[config.mk]
export PLATFORM = sky130hd
export DESIGN_NAME = sd_arbiter
export DESIGN_NICKNAME = d
export VERILOG_FILES = /design/src/rtl/sd_pkg.sv /design/src/rtl/sd_rr_pick.sv /design/src/rtl/sd_arbiter.sv
export SDC_FILE = /design/constraint.sdc
export NUM_CORES = 1
export LEC_CHECK = 0
export BUFFER_PORTS_ARGS = -buffer_cell sky130_fd_sc_hd__buf_2
export CELL_PAD_IN_SITES_DETAIL_PLACEMENT = 1
export CELL_PAD_IN_SITES_GLOBAL_PLACEMENT = 1
export CORE_MARGIN = 2
export CORE_UTILIZATION = 41
export CTS_CLUSTER_SIZE = 30
export DETAILED_ROUTE_END_ITERATION = 7
export PLACE_DENSITY = 0.94
export RECOVER_POWER = 100
export SLEW_MARGIN = 10
export SYNTH_ARGS = -nofsm -noshare
export SYNTH_HDL_FRONTEND = slang
export SYNTH_HIERARCHICAL = 1
export SYNTH_SLANG_ARGS = --single-unit
[constraint.sdc]
create_clock -name i_clk_bus -period 3.4 [get_ports i_clk_bus]
set_input_delay 0.34 -clock i_clk_bus [delete_from_list [all_inputs] [get_ports i_clk_bus]]
set_output_delay 0.34 -clock i_clk_bus [all_outputs]
set_load 0.02 [all_outputs]
[src/rtl/sd_pkg.sv]
// rtl/sd_pkg.sv - shared state encoding and defaults for the SD engine arbiter
// Purpose: FSM state type and default parameter values used by sd_arbiter.
// Ports: none (package).
package sd_pkg;

  typedef enum logic [2:0] {
    ST_RECOVER = 3'd0,
    ST_IDLE    = 3'd1,
    ST_ISSUE   = 3'd2,
    ST_WAIT    = 3'd3,
    ST_DONE    = 3'd4
  } sd_state_t;

  // 200 ms at the 100 MHz bus clock.
  localparam int unsigned SD_TIMEOUT_DEFAULT    = 32'd20000000;
  localparam int unsigned SD_RES_CYCLES_DEFAULT = 32'd4;

endpackage

[src/rtl/sd_rr_pick.sv]
// rtl/sd_rr_pick.sv - combinational 2-way round-robin picker
// Purpose: choose one of two requesters, favouring the one not served last.
// Ports:
//   i_req0, i_req1  request levels
//   i_last          port that was served most recently
//   o_valid         at least one request present
//   o_sel           winning port (meaningful only when o_valid)
module sd_rr_pick (
  input  logic i_req0,
  input  logic i_req1,
  input  logic i_last,
  output logic o_valid,
  output logic o_sel
);

  assign o_valid = i_req0 | i_req1;
  // On a tie the port other than the last winner goes; otherwise the lone requester.
  assign o_sel   = (i_req0 & i_req1) ? ~i_last : i_req1;

endmodule

[src/rtl/sd_arbiter.sv]
// rtl/sd_arbiter.sv - round-robin arbiter and watchdog in front of the SD block-read engine
// Purpose: share sd_controller between the boot loader (port 0) and the disk-emulation
//   path (port 1); forward the winner's address, pulse the engine request, return the
//   completion to the winner, and reset the engine if a transfer hangs.
// Ports:
//   i_clk_bus, i_res_n            bus clock, asynchronous active-low reset
//   i_req0/1, i_addr0/1           level requests with block addresses
//   o_ack0/1, o_err0/1            one-cycle completion / failure pulses
//   o_buf_sel                     port owning the sector buffer contents
//   o_busy                        high whenever not idle
//   i_sd_ready, i_sd_ack          engine ready level and completion pulse
//   o_sd_res, o_sd_block_addr,
//   o_sd_req                      engine reset, block address, request pulse
import sd_pkg::*;

module sd_arbiter #(
  parameter int unsigned TIMEOUT_CYCLES = SD_TIMEOUT_DEFAULT,
  parameter int unsigned RES_CYCLES     = SD_RES_CYCLES_DEFAULT
) (
  input  logic        i_clk_bus,
  input  logic        i_res_n,
  input  logic        i_req0,
  input  logic        i_req1,
  input  logic [31:0] i_addr0,
  input  logic [31:0] i_addr1,
  output logic        o_ack0,
  output logic        o_ack1,
  output logic        o_err0,
  output logic        o_err1,
  output logic        o_buf_sel,
  output logic        o_busy,
  input  logic        i_sd_ready,
  output logic        o_sd_res,
  output logic [31:0] o_sd_block_addr,
  output logic        o_sd_req,
  input  logic        i_sd_ack
);

  localparam int TW = $clog2(TIMEOUT_CYCLES);
  localparam int RW = $clog2(RES_CYCLES);

  sd_state_t   r_state, w_state_nxt;
  logic [TW-1:0] r_timer, w_timer_nxt;
  logic [RW-1:0] r_res_cnt, w_res_cnt_nxt;
  logic        r_sel, w_sel_nxt;
  logic        r_last, w_last_nxt;
  logic        r_fail, w_fail_nxt;
  logic        r_buf_sel, w_buf_sel_nxt;
  logic [31:0] r_sd_addr, w_sd_addr_nxt;
  logic        r_sd_req, w_sd_req_nxt;
  logic        r_sd_res, w_sd_res_nxt;
  logic        r_ack0, w_ack0_nxt;
  logic        r_ack1, w_ack1_nxt;
  logic        r_err0, w_err0_nxt;
  logic        r_err1, w_err1_nxt;
  logic        r_busy, w_busy_nxt;

  logic        w_pick_valid;
  logic        w_pick_sel;

  sd_rr_pick u_pick (
    .i_req0  (i_req0),
    .i_req1  (i_req1),
    .i_last  (r_last),
    .o_valid (w_pick_valid),
    .o_sel   (w_pick_sel)
  );

  always_comb begin
    w_state_nxt   = r_state;
    w_timer_nxt   = r_timer;
    w_res_cnt_nxt = r_res_cnt;
    w_sel_nxt     = r_sel;
    w_last_nxt    = r_last;
    w_fail_nxt    = r_fail;
    w_buf_sel_nxt = r_buf_sel;
    w_sd_addr_nxt = r_sd_addr;
    w_sd_req_nxt  = 1'b0;
    w_sd_res_nxt  = r_sd_res;
    w_ack0_nxt    = 1'b0;
    w_ack1_nxt    = 1'b0;
    w_err0_nxt    = 1'b0;
    w_err1_nxt    = 1'b0;

    case (r_state)
      ST_RECOVER: begin
        w_sd_res_nxt = 1'b1;
        if (r_res_cnt == RW'(RES_CYCLES - 1)) begin
          w_state_nxt   = ST_IDLE;
          w_sd_res_nxt  = 1'b0;
          w_res_cnt_nxt = '0;
        end else begin
          w_res_cnt_nxt = r_res_cnt + RW'(1);
        end
      end
      ST_IDLE: begin
        if (i_sd_ready && w_pick_valid) begin
          w_state_nxt   = ST_ISSUE;
          w_sel_nxt     = w_pick_sel;
          w_buf_sel_nxt = w_pick_sel;
          w_sd_addr_nxt = w_pick_sel ? i_addr1 : i_addr0;
          // Registered so the pulse is high exactly while in ISSUE.
          w_sd_req_nxt  = 1'b1;
        end
      end
      ST_ISSUE: begin
        w_timer_nxt = '0;
        w_state_nxt = ST_WAIT;
      end
      ST_WAIT: begin
        w_timer_nxt = r_timer + TW'(1);
        // Completion beats the watchdog when both land in the same cycle.
        if (i_sd_ack) begin
          w_state_nxt = ST_DONE;
          w_fail_nxt  = 1'b0;
          w_ack0_nxt  = ~r_sel;
          w_ack1_nxt  = r_sel;
        end else if (r_timer == TW'(TIMEOUT_CYCLES - 1)) begin
          w_state_nxt = ST_DONE;
          w_fail_nxt  = 1'b1;
          w_ack0_nxt  = ~r_sel;
          w_ack1_nxt  = r_sel;
          w_err0_nxt  = ~r_sel;
          w_err1_nxt  = r_sel;
        end
      end
      ST_DONE: begin
        w_last_nxt = r_sel;
        if (r_fail) begin
          w_state_nxt   = ST_RECOVER;
          w_sd_res_nxt  = 1'b1;
          w_res_cnt_nxt = '0;
        end else begin
          w_state_nxt = ST_IDLE;
        end
      end
      default: begin
        w_state_nxt   = ST_RECOVER;
        w_sd_res_nxt  = 1'b1;
        w_res_cnt_nxt = '0;
      end
    endcase

    w_busy_nxt = (w_state_nxt != ST_IDLE);
  end

  always_ff @(posedge i_clk_bus or negedge i_res_n) begin
    if (!i_res_n) begin
      r_state   <= ST_RECOVER;
      r_timer   <= '0;
      r_res_cnt <= '0;
      r_sel     <= 1'b0;
      r_last    <= 1'b1;
      r_fail    <= 1'b0;
      r_buf_sel <= 1'b0;
      r_sd_addr <= '0;
      r_sd_req  <= 1'b0;
      r_sd_res  <= 1'b1;
      r_ack0    <= 1'b0;
      r_ack1    <= 1'b0;
      r_err0    <= 1'b0;
      r_err1    <= 1'b0;
      r_busy    <= 1'b1;
    end else begin
      r_state   <= w_state_nxt;
      r_timer   <= w_timer_nxt;
      r_res_cnt <= w_res_cnt_nxt;
      r_sel     <= w_sel_nxt;
      r_last    <= w_last_nxt;
      r_fail    <= w_fail_nxt;
      r_buf_sel <= w_buf_sel_nxt;
      r_sd_addr <= w_sd_addr_nxt;
      r_sd_req  <= w_sd_req_nxt;
      r_sd_res  <= w_sd_res_nxt;
      r_ack0    <= w_ack0_nxt;
      r_ack1    <= w_ack1_nxt;
      r_err0    <= w_err0_nxt;
      r_err1    <= w_err1_nxt;
      r_busy    <= w_busy_nxt;
    end
  end

  assign o_ack0          = r_ack0;
  assign o_ack1          = r_ack1;
  assign o_err0          = r_err0;
  assign o_err1          = r_err1;
  assign o_buf_sel       = r_buf_sel;
  assign o_busy          = r_busy;
  assign o_sd_res        = r_sd_res;
  assign o_sd_block_addr = r_sd_addr;
  assign o_sd_req        = r_sd_req;

endmodule

==> results of run 1 <==
[per-stage QoR]
stage               util (%)  cells  instance area, um^2
CTS                     53.0    566                 4370
global placement        50.2    549                 4140
floorplan                  -    354                 3510
finish                  52.2    566                 4310
global route            52.2    566                 4310
detailed placement      50.2    549                 4140
[worst max path at each step]
stage / slack (ns) / cells past startpoint / to / start
global placement: 1.25 / 4 / r_timer[18] / r_state[2]
finish: 1.06 / 4 / r_timer[18] / r_state[2]
global route: 0.87 / 4 / r_timer[18] / r_state[2]
detailed placement: 1.14 / 4 / r_timer[20] / r_state[2]
CTS: 1.06 / 4 / r_timer[18] / r_state[2]
floorplan: 1.53 / 4 / o_err1 / r_timer[15]
[synth_stat cells, drive strengths merged, types with 2 or more instances]
master   count
and2         5
o21ai       41
inv          5
a21oi       14
ha           2
or4b         3
dfstp        3
clkbuf      17
xnor2        2
a21o         2
a2bb2oi      2
or4         11
mux2i       33
buf          6
nor4         3
and4         3
o31ai       11
nand2b       3
nor2        15
nand3       10
nor3         6
nand4       12
mux2         2
dfrtp       69
or2          2
nand2       49
xor2         4
and3         4
[final cells by class]
| cell class | instances | area, um^2 | share of cell area, % |
|---|---|---|---|
| Timing Repair Buffer | 114 | 532 | 12.3 |
| Clock buffer | 10 | 138 | 3.19 |
| Sequential cell | 72 | 1810 | 41.9 |
| Inverter | 5 | 18.8 | 0.435 |
| Tap cell | 105 | 131 | 3.05 |
| Clock inverter | 6 | 82.6 | 1.92 |
| Multi-Input combinational cell | 254 | 1600 | 37.2 |
[where the power goes]
group / switching (mW) / total [mW] / leakage [nW] / internal [mW]
Sequential: 0.223 / 1.33 / 0.938 / 1.11
Clock: 0.330 / 0.759 / 0.112 / 0.429
Combinational: 0.778 / 1.11 / 0.951 / 0.334
Total: 1.33 / 3.20 / 2.00 / 1.87
[routing by layer]
metal,part of all wire [%],global-route usage (%)
met5,0,0
met4,2.3,8.10
met3,5.6,6.05
met2,51,42.5
met1,41,31.0
[state kept, by name, indices dropped and copies added, names as in the netlist]
| register | count |
|---|---|
| o_ack0 | 1 |
| o_ack1 | 1 |
| o_buf_sel | 1 |
| o_busy | 1 |
| o_err0 | 1 |
| o_err1 | 1 |
| o_sd_block_addr | 32 |
| o_sd_req | 1 |
| o_sd_res | 1 |
| r_fail | 1 |
| r_last | 1 |
| r_res_cnt | 2 |
| r_state | 3 |
| r_timer | 25 |
[logic make-up after synthesis]
group	count (synthesis)
simple gates	130
compound gates	81
flops	72
mux	35
buf+inv	28
xor+xnor	6
fa+ha+maj	2
[worst max-delay path, stage by stage, from the launching register on]
cell and delay, ns:
dfrtp_1 0.50, and4b_1 0.44, nand4_1 0.47, or4_1 0.65
a21oi_1 0.19
[cell usage in the layout (no fill, tap or decap), types with 2 or more instances in the layout]
cell / synthesis / routed
a21o_1: 2 / 2
a21oi_1: 14 / 14
a2bb2oi_1: 2 / 2
and2_1: 4 / 3
and3_1: 4 / 4
and4_1: 3 / 3
buf_2: 3 / 68
buf_4: 0 / 3
bufinv_16: 0 / 2
clkbuf_1: 17 / 41
clkbuf_8: 0 / 10
clkinv_2: 0 / 3
dfrtp_1: 69 / 69
dfstp_2: 3 / 3
ha_1: 2 / 2
inv_1: 5 / 5
mux2_2: 2 / 2
mux2i_1: 33 / 33
nand2_1: 49 / 49
nand2b_1: 3 / 3
nand3_1: 10 / 10
nand4_1: 12 / 12
nor2_1: 15 / 15
nor3_1: 6 / 6
nor4_1: 2 / 3
o21ai_0: 41 / 41
o31ai_1: 11 / 11
or4_1: 10 / 11
or4b_1: 3 / 3
xnor2_1: 2 / 2
xor2_1: 4 / 4
==> metrics.txt, run 1 <==
Final period util 68.8%; fillers 986; Critical Path Start Type flip-flop; Worst Setup Slack post-DPL 1.14 ns; FF-to-FF Start r_state[2]; crit path capture type flip-flop; share of cells above drive strength 1 21.3%; crit path max fanout 13; area grow syn2layout 22.8%; number of port buffers 109; nets@finish 528; outcome complete, no violations; TritonCTS buffer count 9; largest net degree at the start of global routing 67; total core area 0.00826 mm^2; Die Y 96.5 um; DIE WIDTH 96.5 um; Min-Delay Path Class in2reg; Slew HR 8.75%; Hold Worst Slack 0.230 ns; clock slew at reported path FFs 0.08 ns; TNS Setup 0 ns; via count 3,182; mean number of vias per cell 5.62; worst endpoint data arrival time 2.60 ns; post-CTS sizing 0; Top-Level Pins 110; VDD IR max 0.372 mV; DRC viols 0; xor and xnor area share after synthesis 1.50%; CTS tree done; Crit Path Class reg2reg; H-tree depth 3; Lkg Pwr 2.00 nW; fin crit period 2.34 ns; GR Overflow Total 0; HP Start i_sd_ack; Final Setup Violations 0; Post-CTS Hold Fix Bufs 1; DR iter-0 viols 176; Syn. warnings 6; worst hold stages 2; post-CTS setup buffer count 0; endpoints failing hold 0; post-synthesis mux area share 10.0%; antenna violations before repair 0; Initial Utilization 42.5%; GR Util All Layers 24.8%; FF-to-FF End r_timer[18]; Synth top area share 49.2%; Adder-Cell Fraction of Synth Area 0.713%; worst-skew pair later-pin latency 0.34 ns; WL per Instance 19.3 um; clock skew 0.00928 ns; PwrDens 743 mW/mm^2; Hold EP r_fail; Synth area leaders dfrtp_1 (49%), mux2i_1 (9.4%), o21ai_0 (5.8%); main flop type after synthesis dfrtp_1; vias in the first global route 3,357; first-pass GRT wire length 17,400 um; largest family of logic cells by synthesized area simple AND/OR/NAND/NOR gates; CTS root buf clkbuf_8; clock sink total 72; R2R cell count 4; register bit total from synthesis 72; Post-Synth Simple-Gate Area 19.5%; row count 33; CTS Buffer Depth 2; gpl congestion 0.766; Detailed Route WL 10,900 um; Pins Over Slew Limit 0; asr flop ratio synth 100%; Yosys cell types 48; PnR worst setup slack 1.06 ns; Syn Inst Count 354; biggest area consumer among synthesized cells dfrtp_1; RSZ-0062 raised after global routing false; Worst-Margin Slew 1.37 ns; Req. time, crit path 3.66 ns; ant diodes 0; register area share after synthesis 51.4%; post-synthesis compound-gate area fraction 13.7%; DR pass1 iterations 4; Post-DRT Antenna Nets 0; FF-to-FF setup slack 1.06 ns; die footprint 0.00932 mm^2; hpwl dp 7410 um; number of synthesized flops with an enable pin 0; Pwr Total 3.20 mW; Max Cap Violations 0; Syn Std Cell Area 0.00351 mm^2; post-synth net total 426; Synth Area per Inst 9.92 um^2; fmax 0.428 GHz
(Power assumes the default switching activity.)
==> inputs of run 2 (changes only) <==
--- a/config.mk
+++ b/config.mk
@@ -5,14 +5,15 @@
 export SDC_FILE = /design/constraint.sdc
 export NUM_CORES = 1
 export LEC_CHECK = 0
+export ABC_AREA = 1
 export BUFFER_PORTS_ARGS = -buffer_cell sky130_fd_sc_hd__buf_2
 export CELL_PAD_IN_SITES_DETAIL_PLACEMENT = 1
 export CELL_PAD_IN_SITES_GLOBAL_PLACEMENT = 1
 export CORE_MARGIN = 2
-export CORE_UTILIZATION = 41
+export CORE_UTILIZATION = 33
 export CTS_CLUSTER_SIZE = 30
 export DETAILED_ROUTE_END_ITERATION = 7
-export PLACE_DENSITY = 0.94
+export PLACE_DENSITY = 0.86
 export RECOVER_POWER = 100
 export SLEW_MARGIN = 10
 export SYNTH_ARGS = -nofsm -noshare
==> constraint.sdc (replaced) <==
create_clock -name i_clk_bus -period 2.14 [get_ports i_clk_bus]
set_input_delay 0.214 -clock i_clk_bus [delete_from_list [all_inputs] [get_ports i_clk_bus]]
set_output_delay 0.214 -clock i_clk_bus [all_outputs]
set_load 0.02 [all_outputs]
==> run 2 against run 1 <==
Against the previous run: sequential share of layout area fell by 1.2 points; worst hold slack got worse by 0.12 ns; setup slack got worse by 0.82 ns; critical path depth rose by 6; total power rose by 53%; first-iteration DRC count fell by 16%; area after synthesis rose by 2.9%; cell count rose by 29%; utilization fell by 11 points; global-route usage fell by 6.2 points; highest routed layer unchanged.
==> metrics.txt, run 2 <==
Min-Delay Path Class in2reg (unchanged); clock sink total 72 (unchanged); PwrDens 1100 mW/mm^2 (was 743 mW/mm^2); Post-Synth Simple-Gate Area 31.7% (was 19.5%); Crit Path Class reg2reg (unchanged); GR Util All Layers 18.6% (was 24.8%); post-CTS sizing 0 (unchanged); DR iter-0 viols 148 (was 176); FF-to-FF setup slack 0.25 ns (was 1.06 ns); Syn Std Cell Area 0.00361 mm^2 (was 0.00351 mm^2); most common cell in the netlist nand2_1 (was dfrtp_1); cell mode on critical path nand2_1; GR Overflow Total 0 (unchanged); Initial Utilization 33.6% (was 42.5%); H-tree depth 3 (unchanged); Final period util 88.5% (was 68.8%); Post-DRT Antenna Nets 0 (unchanged); DR pass1 iterations 4 (unchanged); Adder-Cell Fraction of Synth Area 0.693% (was 0.713%); ant diodes 0 (unchanged); fin crit period 1.89 ns (was 2.34 ns); CTS tree done (unchanged); main flop type after synthesis dfrtp_1 (unchanged); Top-Level Pins 110 (unchanged); outcome complete, no violations (unchanged); hpwl dp 7610 um (was 7410 um); area grow syn2layout 22.9% (was 22.8%); CTS Buffer Depth 2 (unchanged); Syn Inst Count 474 (was 354); via count 3,574 (was 3,182); number of synthesized flops with an enable pin 0 (unchanged); vias in the first global route 3,592 (was 3,357); post-synthesis compound-gate area fraction 10.1% (was 13.7%); xor and xnor area share after synthesis 1.46% (was 1.50%); Yosys cell types 30 (was 48); crit-path cells ha_1 > nand2_1 > nor2_1 > nand2_2 > nor2_2 > nand2_1 > nand2_1 > nand2_1 > nand2_1 > nand2_1 (was and4b_1 > nand4_1 > or4_1 > a21oi_1); fin cells 728 (was 566); HP Start i_addr0[2] (was i_sd_ack); commonest non-fill, non-tap cell in the layout nand2_1 (was dfrtp_1); biggest area consumer among synthesized cells dfrtp_1 (unchanged); DIE WIDTH 109 um (was 96.5 um); CTS root buf clkbuf_8 (unchanged); largest net degree at the start of global routing 73 (was 67); Die Y 109 um (was 96.5 um); Critical Path Start Type flip-flop (unchanged); FF-to-FF End r_fail (was r_timer[18]); Synth area leaders dfrtp_1 (48%), nand2_1 (16%), nor2_1 (8.0%) (was dfrtp_1 (49%), mux2i_1 (9.4%), o21ai_0 (5.8%)); worst-skew pair later-pin latency 0.36 ns (was 0.34 ns); die footprint 0.0118 mm^2 (was 0.00932 mm^2); post-synthesis mux area share 0% (was 10.0%); worst hold stages 3 (was 2); R2R cell count 10 (was 4); Pins Over Slew Limit 0 (unchanged); Req. time, crit path 2.39 ns (was 3.66 ns); row count 38 (was 33); gpl congestion 0.863 (was 0.766); first-pass GRT wire length 17,300 um (was 17,400 um); asr flop ratio synth 100% (unchanged); register area share after synthesis 50.0% (was 51.4%); DRC viols 0 (unchanged); placed insts 711 (was 549); mean number of vias per cell 4.91 (was 5.62); Synth top area share 47.8% (was 49.2%); share of cells above drive strength 1 17.9% (was 21.3%); Synth Area per Inst 7.62 um^2 (was 9.92 um^2); crit path max fanout 6 (was 13); post-synth net total 546 (was 426); worst endpoint data arrival time 2.14 ns (was 2.60 ns); Detailed Route WL 10,200 um (was 10,900 um); Hold EP o_sd_block_addr[2] (was r_fail); Hold Worst Slack 0.111 ns (was 0.230 ns); register bit total from synthesis 72 (unchanged); largest family of logic cells by synthesized area simple AND/OR/NAND/NOR gates (unchanged); Syn. warnings 6 (unchanged); number of port buffers 109 (unchanged); Lkg Pwr 2.05 nW (was 2.00 nW); antenna violations before repair 0 (unchanged); Final Setup Violations 0 (unchanged); nets@finish 655 (was 528); CP max stage cell dfrtp_1 (was or4_1); TritonCTS buffer count 9 (unchanged); max FFs per register 32 (unchanged); clock skew 0.0166 ns (was 0.00928 ns); total core area 0.0107 mm^2 (was 0.00826 mm^2); Max Cap Violations 0 (unchanged); WL per Instance 14.1 um (was 19.3 um); Worst-Margin Slew 1.01 ns (was 1.37 ns); FF-to-FF Start r_timer[0] (was r_state[2]); fillers 1,427 (was 986); crit path capture type flip-flop (unchanged); endpoints failing hold 0 (unchanged); Slew HR 32.4% (was 8.75%); most frequent cells after synthesis nand2_1 (152), nor2_1 (77), dfrtp_1 (69) (was dfrtp_1 (69), nand2_1 (49), o21ai_0 (41)); commonest cells after routing, fill and taps aside nand2_1 (153), nor2_1 (81), buf_2 (69), dfrtp_1 (69), clkbuf_1 (42) (was dfrtp_1 (69), buf_2 (68), nand2_1 (49)); critical path's largest stage delay 0.43 ns (was 0.65 ns); VDD IR max 0.561 mV (was 0.372 mV); clock slew at reported path FFs 0.08 ns (about the same); RSZ-0062 raised after global routing false (unchanged); fmax 0.528 GHz (was 0.428 GHz); TNS Setup 0 ns (unchanged)
==> run 2: cell count changes in the layout (fill, tap and decap cells not counted), sizes merged, moves of 4 or more <==
| cell | previous run | this run |
|---|---|---|
| inv | 5 | 37 |
| mux2i | 33 | 0 |
| nand4 | 12 | 4 |
| a31oi | 1 | 32 |
| a21oi | 14 | 10 |
| and3 | 4 | 0 |
| and2 | 5 | 0 |
| nand3 | 10 | 25 |
| nor2 | 15 | 86 |
| or4 | 11 | 0 |
| o21ai | 41 | 16 |
| o31ai | 11 | 1 |
| nand2 | 49 | 156 |
==> run 2: through the flow <==
stage               total power, mW  cell area [um^2]  setup slack, ns  utilization (%)
floorplan                      3.23              3610            0.731                -
global placement               3.86              4320            0.563             40.2
detailed placement             3.96              4320            0.466             40.2
CTS                            5.08              4530            0.421             42.2
global route                   5.23              4440            0.114             41.3
finish                         4.90              4440            0.245             41.3
==> run 2: where the power goes <==
part	leakage (nW)	switching, mW	total (mW)	internal [mW]
logic	1.06	1.24	1.76	0.519
registers	0.896	0.246	2.03	1.78
clock network	0.0993	0.538	1.11	0.569
==> run 2: worst max path at each step <==
stage | from | endpoint | slack [ns] | depth (start not counted)
floorplan | r_timer[0] | r_fail | 0.73 | 10
detailed placement | r_timer[0] | r_fail | 0.47 | 10
global route | r_timer[0] | r_fail | 0.11 | 10
finish | r_timer[0] | r_fail | 0.25 | 10
CTS | r_timer[0] | r_fail | 0.42 | 10
global placement | r_timer[0] | r_fail | 0.56 | 10
==> run 2: cells by family (layout without fill, tap and decap cells) <==
logic type	after synthesis	after routing
flip-flops	72	72
XOR/XNOR	6	6
AND/OR/NAND/NOR	278	278
buffers and inverters	54	168
AO/OA/AOI/OAI	62	62
adder cells (fa/ha/maj)	2	2
==> run 2: worst max-delay path: cells and delay by family, from the launching register on <==
family	cells	cell delay, ns
adder cells (fa/ha/maj)	1	0.21
flip-flops	1	0.43
AND/OR/NAND/NOR	9	1.16
==> run 2: layer usage <==
| metal | routed length (um) | track usage [%] | share of wire, % |
|---|---|---|---|
| met2 | 4890 | 30.0 | 48 |
| met3 | 559 | 4.40 | 5.5 |
| met4 | 252 | 9.34 | 2.5 |
| met1 | 4540 | 23.3 | 44 |
| met5 | 0 | 0 | 0 |
==> run 2: cell type report <==
class,count,area (um^2),area share (%)
clock inverter,5,56.3,1.27
clock buffer,11,141,3.18
tap,140,175,3.95
timing repair buffer,115,539,12.1
inverter,37,139,3.13
multi-input combinational,348,1580,35.7
sequential,72,1810,40.7
==> run 2: what timing repair did <==
action / 4_1_cts / 5_1_grt
setup buffers: 0 / 0
hold endpoints to repair: 69 / 0
hold buffers: 1 / 0
